==> src/rtl/shield_spi_arbiter.sv <==
// Round-robin arbiter sharing one shield SPI slave between two SPI masters.
// Optional grant statistics counters are enabled by defining SHIELD_SPI_ARB_STATS_EN.
module shield_spi_arbiter #(
    parameter int unsigned TURNAROUND = 2,
    parameter int unsigned TIMEOUT    = 1024,
    parameter bit          CPOL       = 1'b0
) (
    input  logic        HCLK,
    input  logic        HRESETn,
    input  logic [1:0]  req,
    output logic [1:0]  gnt,
    input  logic [1:0]  m_cs_n,
    input  logic [1:0]  m_sck,
    input  logic [1:0]  m_mosi,
    output logic [1:0]  m_miso,
    output logic        bus_cs_n,
    output logic        bus_sck,
    output logic        bus_mosi,
    input  logic        bus_miso,
    output logic        timeout_irq,
    input  logic        irq_clr
`ifdef SHIELD_SPI_ARB_STATS_EN
    ,
    output logic [15:0] grant_cnt0,
    output logic [15:0] grant_cnt1
`endif
);

    typedef enum logic [1:0] {
        ST_IDLE = 2'd0,
        ST_OWN  = 2'd1,
        ST_GAP  = 2'd2
    } state_e;

    localparam logic [3:0]  GAP_LAST = 4'(TURNAROUND);
    localparam logic [15:0] TO_LAST  = 16'(TIMEOUT - 1);
    localparam bit          TO_EN    = (TIMEOUT != 0);

    state_e      state_q, state_d;
    logic [1:0]  gnt_q, gnt_d;
    logic        rr_q, rr_d;
    logic [1:0]  mask_q, mask_d;
    logic [3:0]  gap_q, gap_d;
    logic [15:0] to_q, to_d;
    logic        irq_q, irq_d;

    logic        own_s;
    logic        own_req_s;
    logic        own_cs_n_s;
    logic [1:0]  elig_s;
    logic        force_s;

    assign own_s      = gnt_q[1];
    assign own_req_s  = req[own_s];
    assign own_cs_n_s = m_cs_n[own_s];
    // A master cut off by timeout stays masked until it is seen with req low.
    assign elig_s     = req & ~mask_q;

    // Arbitration, release and turnaround sequencing.
    always_comb begin
        state_d = state_q;
        gnt_d   = gnt_q;
        rr_d    = rr_q;
        gap_d   = gap_q;
        to_d    = to_q;
        force_s = 1'b0;
        case (state_q)
            ST_IDLE: begin
                gap_d = 4'd0;
                to_d  = 16'd0;
                if (elig_s == 2'b11) begin
                    gnt_d   = rr_q ? 2'b10 : 2'b01;
                    rr_d    = ~rr_q;
                    state_d = ST_OWN;
                end else if (elig_s != 2'b00) begin
                    gnt_d   = elig_s;
                    state_d = ST_OWN;
                end else begin
                    gnt_d = 2'b00;
                end
            end
            ST_OWN: begin
                if (!own_cs_n_s) begin
                    to_d = 16'd0;
                end else begin
                    to_d = to_q + 16'd1;
                end
                if (own_cs_n_s && !own_req_s) begin
                    gnt_d   = 2'b00;
                    state_d = ST_GAP;
                end else if (TO_EN && own_cs_n_s && (to_q == TO_LAST)) begin
                    gnt_d   = 2'b00;
                    state_d = ST_GAP;
                    force_s = 1'b1;
                end else begin
                    gnt_d = gnt_q;
                end
            end
            ST_GAP: begin
                // The release cycle plus TURNAROUND idle cycles keep grants TURNAROUND+2 apart.
                gnt_d = 2'b00;
                if (gap_q == GAP_LAST) begin
                    state_d = ST_IDLE;
                end else begin
                    gap_d = gap_q + 4'd1;
                end
            end
            default: begin
                state_d = ST_IDLE;
                gnt_d   = 2'b00;
            end
        endcase
    end

    // Mask bookkeeping and sticky interrupt; a timeout set beats a same-cycle clear.
    always_comb begin
        mask_d = (mask_q & req) | (force_s ? gnt_q : 2'b00);
        if (force_s) begin
            irq_d = 1'b1;
        end else if (irq_clr) begin
            irq_d = 1'b0;
        end else begin
            irq_d = irq_q;
        end
    end

    // Control state registers.
    always_ff @(posedge HCLK or negedge HRESETn) begin
        if (!HRESETn) begin
            state_q <= ST_IDLE;
            gnt_q   <= 2'b00;
            rr_q    <= 1'b0;
            mask_q  <= 2'b00;
            gap_q   <= 4'd0;
            to_q    <= 16'd0;
            irq_q   <= 1'b0;
        end else begin
            state_q <= state_d;
            gnt_q   <= gnt_d;
            rr_q    <= rr_d;
            mask_q  <= mask_d;
            gap_q   <= gap_d;
            to_q    <= to_d;
            irq_q   <= irq_d;
        end
    end

    // Bus mux driven from the registered grant so reset forces CS high at once.
    always_comb begin
        bus_cs_n = 1'b1;
        bus_sck  = CPOL;
        bus_mosi = 1'b0;
        m_miso   = 2'b00;
        if (gnt_q != 2'b00) begin
            bus_cs_n      = m_cs_n[own_s];
            bus_sck       = m_sck[own_s];
            bus_mosi      = m_mosi[own_s];
            m_miso[own_s] = bus_miso;
        end else begin
            bus_cs_n = 1'b1;
            bus_sck  = CPOL;
            bus_mosi = 1'b0;
            m_miso   = 2'b00;
        end
    end

    assign gnt         = gnt_q;
    assign timeout_irq = irq_q;

`ifdef SHIELD_SPI_ARB_STATS_EN
    logic [15:0] cnt0_q, cnt1_q;

    // Saturating per-master grant counters, cleared alongside the interrupt.
    always_ff @(posedge HCLK or negedge HRESETn) begin
        if (!HRESETn) begin
            cnt0_q <= 16'd0;
            cnt1_q <= 16'd0;
        end else if (irq_clr) begin
            cnt0_q <= 16'd0;
            cnt1_q <= 16'd0;
        end else begin
            if (gnt_d[0] && !gnt_q[0] && (cnt0_q != 16'hFFFF)) begin
                cnt0_q <= cnt0_q + 16'd1;
            end
            if (gnt_d[1] && !gnt_q[1] && (cnt1_q != 16'hFFFF)) begin
                cnt1_q <= cnt1_q + 16'd1;
            end
        end
    end

    assign grant_cnt0 = cnt0_q;
    assign grant_cnt1 = cnt1_q;
`endif

endmodule
==> config.mk <==
export PLATFORM = sky130hd
export DESIGN_NAME = shield_spi_arbiter
export DESIGN_NICKNAME = d
export VERILOG_FILES = /design/src/rtl/shield_spi_arbiter.sv
export SDC_FILE = /design/constraint.sdc
export NUM_CORES = 1
export LEC_CHECK = 0
export CORE_ASPECT_RATIO = 1.2
export CORE_MARGIN = 2
export CORE_UTILIZATION = 49
export DETAILED_ROUTE_END_ITERATION = 7
export PLACE_DENSITY = 0.75
export REMOVE_ABC_BUFFERS = 1
export SLEW_MARGIN = 20
export SYNTH_ARGS = -nofsm -noshare
export SYNTH_HDL_FRONTEND = slang
export SYNTH_SLANG_ARGS = --single-unit
export TNS_END_PERCENT = 5
==> constraint.sdc <==
create_clock -name HCLK -period 1.8 [get_ports HCLK]
set_clock_uncertainty 0.05 [all_clocks]
set_input_delay 0.27 -clock HCLK [delete_from_list [all_inputs] [get_ports HCLK]]
set_output_delay 0.27 -clock HCLK [all_outputs]
set_load 0.1 [all_outputs]
# --- Word level (Yosys, flattened, before mapping) ---
# Index checks and enable logic that the tools add are counted.
# Widths: inputs -> output; s select.
totals:
  reg_bits: 28
  input_bits: 12
  out_inout_bits: 8
  wordCells: 75
classes:
  addsub: 2
  n_lt_le_gt_ge: 2
  eq_ne: 9
  muxes: 36
  n_bitwise: 6
  n_reduce_logical: 13
op_table:
  columns: ["op", "n"]
  rows:
  - ["$pmux 16 s2", 1]
  - ["$mux 2", 12]
  - ["$mux 1", 17]
  - ["$add 16x1->16 const B", 1]
  - ["$eq 16x10->1 const B", 1]
  - ["$mux 16", 1]
  - ["$reduce_bool 2->1", 5]
  - ["$pmux 4 s2", 1]
  - ["$and 2x2->2", 3]
  - ["$ne 3x3->1 const B", 2]
  - ["$pmux 2 s3", 1]
  - ["$add 4x1->4 const B", 1]
  - ["$eq 2x2->1 const B", 2]
  - ["$eq 4x2->1 const B", 1]
  - ["$mux 4", 1]
  - ["$ne 2x2->1 const B", 2]
  - ["$pmux 2 s2", 1]
  - ["$reduce_and 2->1", 2]
  - ["$logic_and 1x1->1", 3]
  - ["$reduce_and 3->1", 1]
  - ["$eq 2x1->1 const B", 1]
  - ["$logic_not 2->1", 1]
  - ["$lt 1x2->1 const B", 1]
  - ["$not 2->2", 1]
  - ["other kinds (5)", 5]

# --- Longest topological paths before layout ---
depth:
  depth_word: 8
  mapped_depth: 6
  mapped_depth_nobuf: 5

# --- Worst setup path before layout ---
# No wires, ideal clock.
synth_timing:
  path_kind: "register to output"
  start: "register gnt_q[1], in the netlist gnt[1]"
  end: "output bus_cs_n"
  arrival_time_ns: 2.815
  required_time_ns: 1.480
  setup_slack_ns: -1.335
  path_stages_with_launch: 4
  n_path_buf: 1
  cell_sequence: "dfrtp_1 -> clkbuf_1 -> nor2_1 -> a21oi_1"
synth_between:
  elab_chain_cells: 3
  elab_cells_between_ends: 4
  classes_between: "3 x mux; 1 x reduce/logical"
synth_lines:
  columns: ["element", "line_no", "rtl"]
  rows:
  - ["from (decl)", "40", "logic [1:0] gnt_q, gnt_d;"]
  - ["from (signal assigned)", "139", "gnt_q <= gnt_d;"]
  - ["$mux 1 (not written as such) (2 in series)", "155", "bus_cs_n = m_cs_n[own_s];"]
  - ["$mux 1 (*)", "154", "if (gnt_q != 2'b00) begin"]
  - ["to (decl)", "16", "output logic bus_cs_n,"]
# Mark *: on every way between the ends. The rest lies on a longest branch, timed or not. The select of a mux whose other input is x is not followed.

# --- Worst setup path after layout ---
layout_timing:
  start: "register to_q[8]"
  end: "register to_q[15]"
layout_between:
  elab_chain_cells: 3
layout_lines:
  columns: ["element", "line_no", "rtl"]
  rows:
  - ["from (decl)", "44", "logic [15:0] to_q, to_d;"]
  - ["from (signal assigned)", "143", "to_q <= to_d;"]
  - ["$add 16x1->16", "86", "to_d = to_q + 16'd1;"]
  - ["$mux 16", "83", "if (!own_cs_n_s) begin"]
  - ["$pmux 16 s2", "67", "case (state_q)"]
# No other way between the ends.
# A chain may end at the register's enable or synchronous reset.

==> reports/qor.yml <==
diodes: 0
required_ns: 1.98
fill_cells: 232
r2r-start: "to_q[8]"
area_growth_syn_to_layout_pct: 40.8
syn-mean-instance-area_um2: 9.18
postLayoutCellArea_um2: 2170
worstHoldPathType: "in2async"
netlist_area_um2: 1540
rr_endpoint: "to_q[15]"
yosysSeqAreaShare: 0.454
grt_antenna_before_repair: 0
route.met2.wl_um: 1980
preCtsSetupSlack_ns: -0.0784
die_h_um: 65.5
vias_per_cell: 6.19
gp_congestion: 0.831
relSlewSlack: 0.622
die_x_um: 55.2
cts_hold_buf: 0
wl_met3_um: 175
synth_seq_cells: 28
dp_hpwl_um: 2840
cts_root_buf: "clkbuf_4"
setup_ws_ns: -0.0179
overflow: 0
crit_path_max_fanout: 4
drive_above_1_share: 0.251
grt_pass1_wl_um: 6880
worstMarginPinSlew_ns: 0.561
synthDistinctLibCells: 41
yosys.area_share.simple: 0.244
crit_path_start_kind: "register"
synth_top_family_by_area: "simple AND/OR/NAND/NOR gates"
clock_latency_ns: 0.33
r2r_slack_ns: -0.02
syn_inst: 168
r2r_cells: 4
cts_buffers: 3
min_period_over_period: 1.01
clock_sinks: 28
htree_num_levels: 1
clockBufferDepth: 2
finalSetupViolCount: 1
rsz0062_at_grt: "true"
slew_violations: 0
core_area_um2: 3030
ant_nets: 0
synthAdderAreaFrac: 0.0243
cp.arrival_ns: 2.00
nNetsFinal: 231
totalWireLength_um: 3880
cts_tree: "yes"
grt_use_total: 0.235
hold-worst-slack_ns: 0.233
num_rows: 22
crit_type: "reg2reg"
synth_xor_xnor_area_share: 0.0114
highest_layer: "met4"
drt_first_pass_iters: 4
remaining_drc_errors: 0
ys_warn_count: 0
grt_pass1_vias: 1583
synth_compound_area_frac: 0.230
placed_area_um2: 2070
portBuffers: 19
drt_iter0_markers: 58
p_per_area_nw_per_um2: 1320
period_needed_ns: 1.82
routedWlPerCell_um: 15.5
max_freq_ghz: 0.550
maxCapViolCount: 0
violations: "setup timing"
p_leak_uw: 0.000961
die_area_um2: 3610
peakVddDrop_uv: 1160
wl_met1_um: 1620
fin_util: 0.717
cp-end-kind: "register"
start_util: 0.510
clkTransAtPathRegs_ns: 0.16
hold_violations: 0
status: "finished with violations"
muxShareOfSynthArea: 0.00649
vias: 1554
startpoint: "to_q[8]"
io_pins: 20
grt_start_max_net_pins: 29
## what timing repair did
item                                    CTS  global route
pin swaps                                 3             0
buffers inserted                          1             0
endpoints found under the hold margin     0             0
resized for setup                         4             6
endpoints found under the setup margin    9            12
## flip-flops by register name, summed over array words and instances (netlist names)
signal / flops
timeout_irq: 1
gnt: 2
gap_q: 4
state_q: 2
mask_q: 2
to_q: 16
rr_q: 1
## worst max path at each step
stage	slack [ns]	endpoint
global placement	-0.03	to_q[11]
global route	-0.06	bus_sck
CTS	-0.009	bus_sck
detailed placement	-0.08	to_q[11]
finish	-0.02	to_q[15]
floorplan	-1.18	bus_cs_n
## worst max-delay path, stage by stage (launching register included)
cell	delay (ns)
dfrtp_1	0.48
nand4_4	0.15
or4_4	0.57
and3_1	0.21
a211o_1	0.27
## metrics by stage
step                      total power [uW]  std cells  TNS [ns]
after floorplan                       1670        163    -17.53
after global placement                2390        246   -0.0543
after detailed placement              2420        246    -0.385
after CTS                             2870        251   -0.0168
after global routing                  3040        251    -0.225
final                                 2870        251   -0.0179
## cells in the final DEF (no fill, tap or decap), types with 3 or more instances in the layout
master           count
nand3b_1             3
clkbuf_4             3
a31oi_1              6
nor2_1               9
nand2b_1             5
o21ai_0             17
nand2_1             17
a31o_2               3
o31ai_1              3
a21oi_1              5
nor2b_1              3
nand4_1              3
and2_1               3
nand3_1              9
buf_12              10
inv_1                6
dfrtp_1             26
clkdlybuf4s50_1     11
a22o_1               5
buf_4               26
## per-layer routing
layer / track usage / vias up
met5: 0 / -
met4: 0.0915 / 0
met3: 0.0335 / 14
met2: 0.423 / 54
met1: 0.283 / 758
li1: - / 728
## kinds of logic (layout without fill, tap and decap cells)
kind of cell	count (synthesis)	in the layout
fa+ha+maj	3	3
compound gates	53	53
xor+xnor	2	2
mux	1	1
buf+inv	11	58
simple gates	70	70
flops	28	28
## final cells by class
| type | count | area (um^2) | area share |
|---|---|---|---|
| clock buffers | 3 | 22.5 | 0.0104 |
| well taps | 36 | 45.0 | 0.0207 |
| clock inverters | 1 | 30.0 | 0.0138 |
| flip-flops and latches | 28 | 703 | 0.324 |
| repair buffers | 48 | 517 | 0.238 |
| inverters | 6 | 22.5 | 0.0104 |
| multi-input cells | 129 | 832 | 0.383 |
## Yosys cell counts
cell      instances  area [um^2]
a211o_1           2         17.5
a211oi_1          2         15.0
a21o_1            1         7.51
a21oi_1           6         30.0
a221o_1           1         10.0
a22o_1            5         43.8
a311oi_1          1         8.76
a31o_2            3         26.3
a31oi_1           6         37.5
a41o_1            2         20.0
a41oi_1           2         17.5
and2_1            3         18.8
and2b_1           1         7.51
and3_1            2         12.5
and3_2            1         7.51
and4_1            1         8.76
buf_2             3         15.0
clkbuf_1          2         7.51
dfrtp_1          28          701
ha_1              3         37.5
inv_1             6         22.5
mux2i_1           1         10.0
nand2_1          17         63.8
nand2b_1          5         31.3
nand3_1          10         50.1
nand3b_1          3         22.5
nand4_1           3         18.8
nand4_2           1         12.5
nor2_1            9         33.8
nor2b_1           3         18.8
nor3_1            3         15.0
nor4_1            3         18.8
nor4b_1           1         8.76
o211ai_1          1         7.51
o21ai_0          17         85.1
o22ai_1           1         6.26
o31ai_1           3         22.5
or3_1             2         12.5
or4_1             2         15.0
xnor2_1           1         8.76
xor2_1            1         8.76
## power by group
group,leakage [uW],internal [uW],switching (uW)
clock,0.0000279,225,192
sequential,0.000379,719,112
combinational,0.000555,729,892
Power figures use the tool's default switching activity.
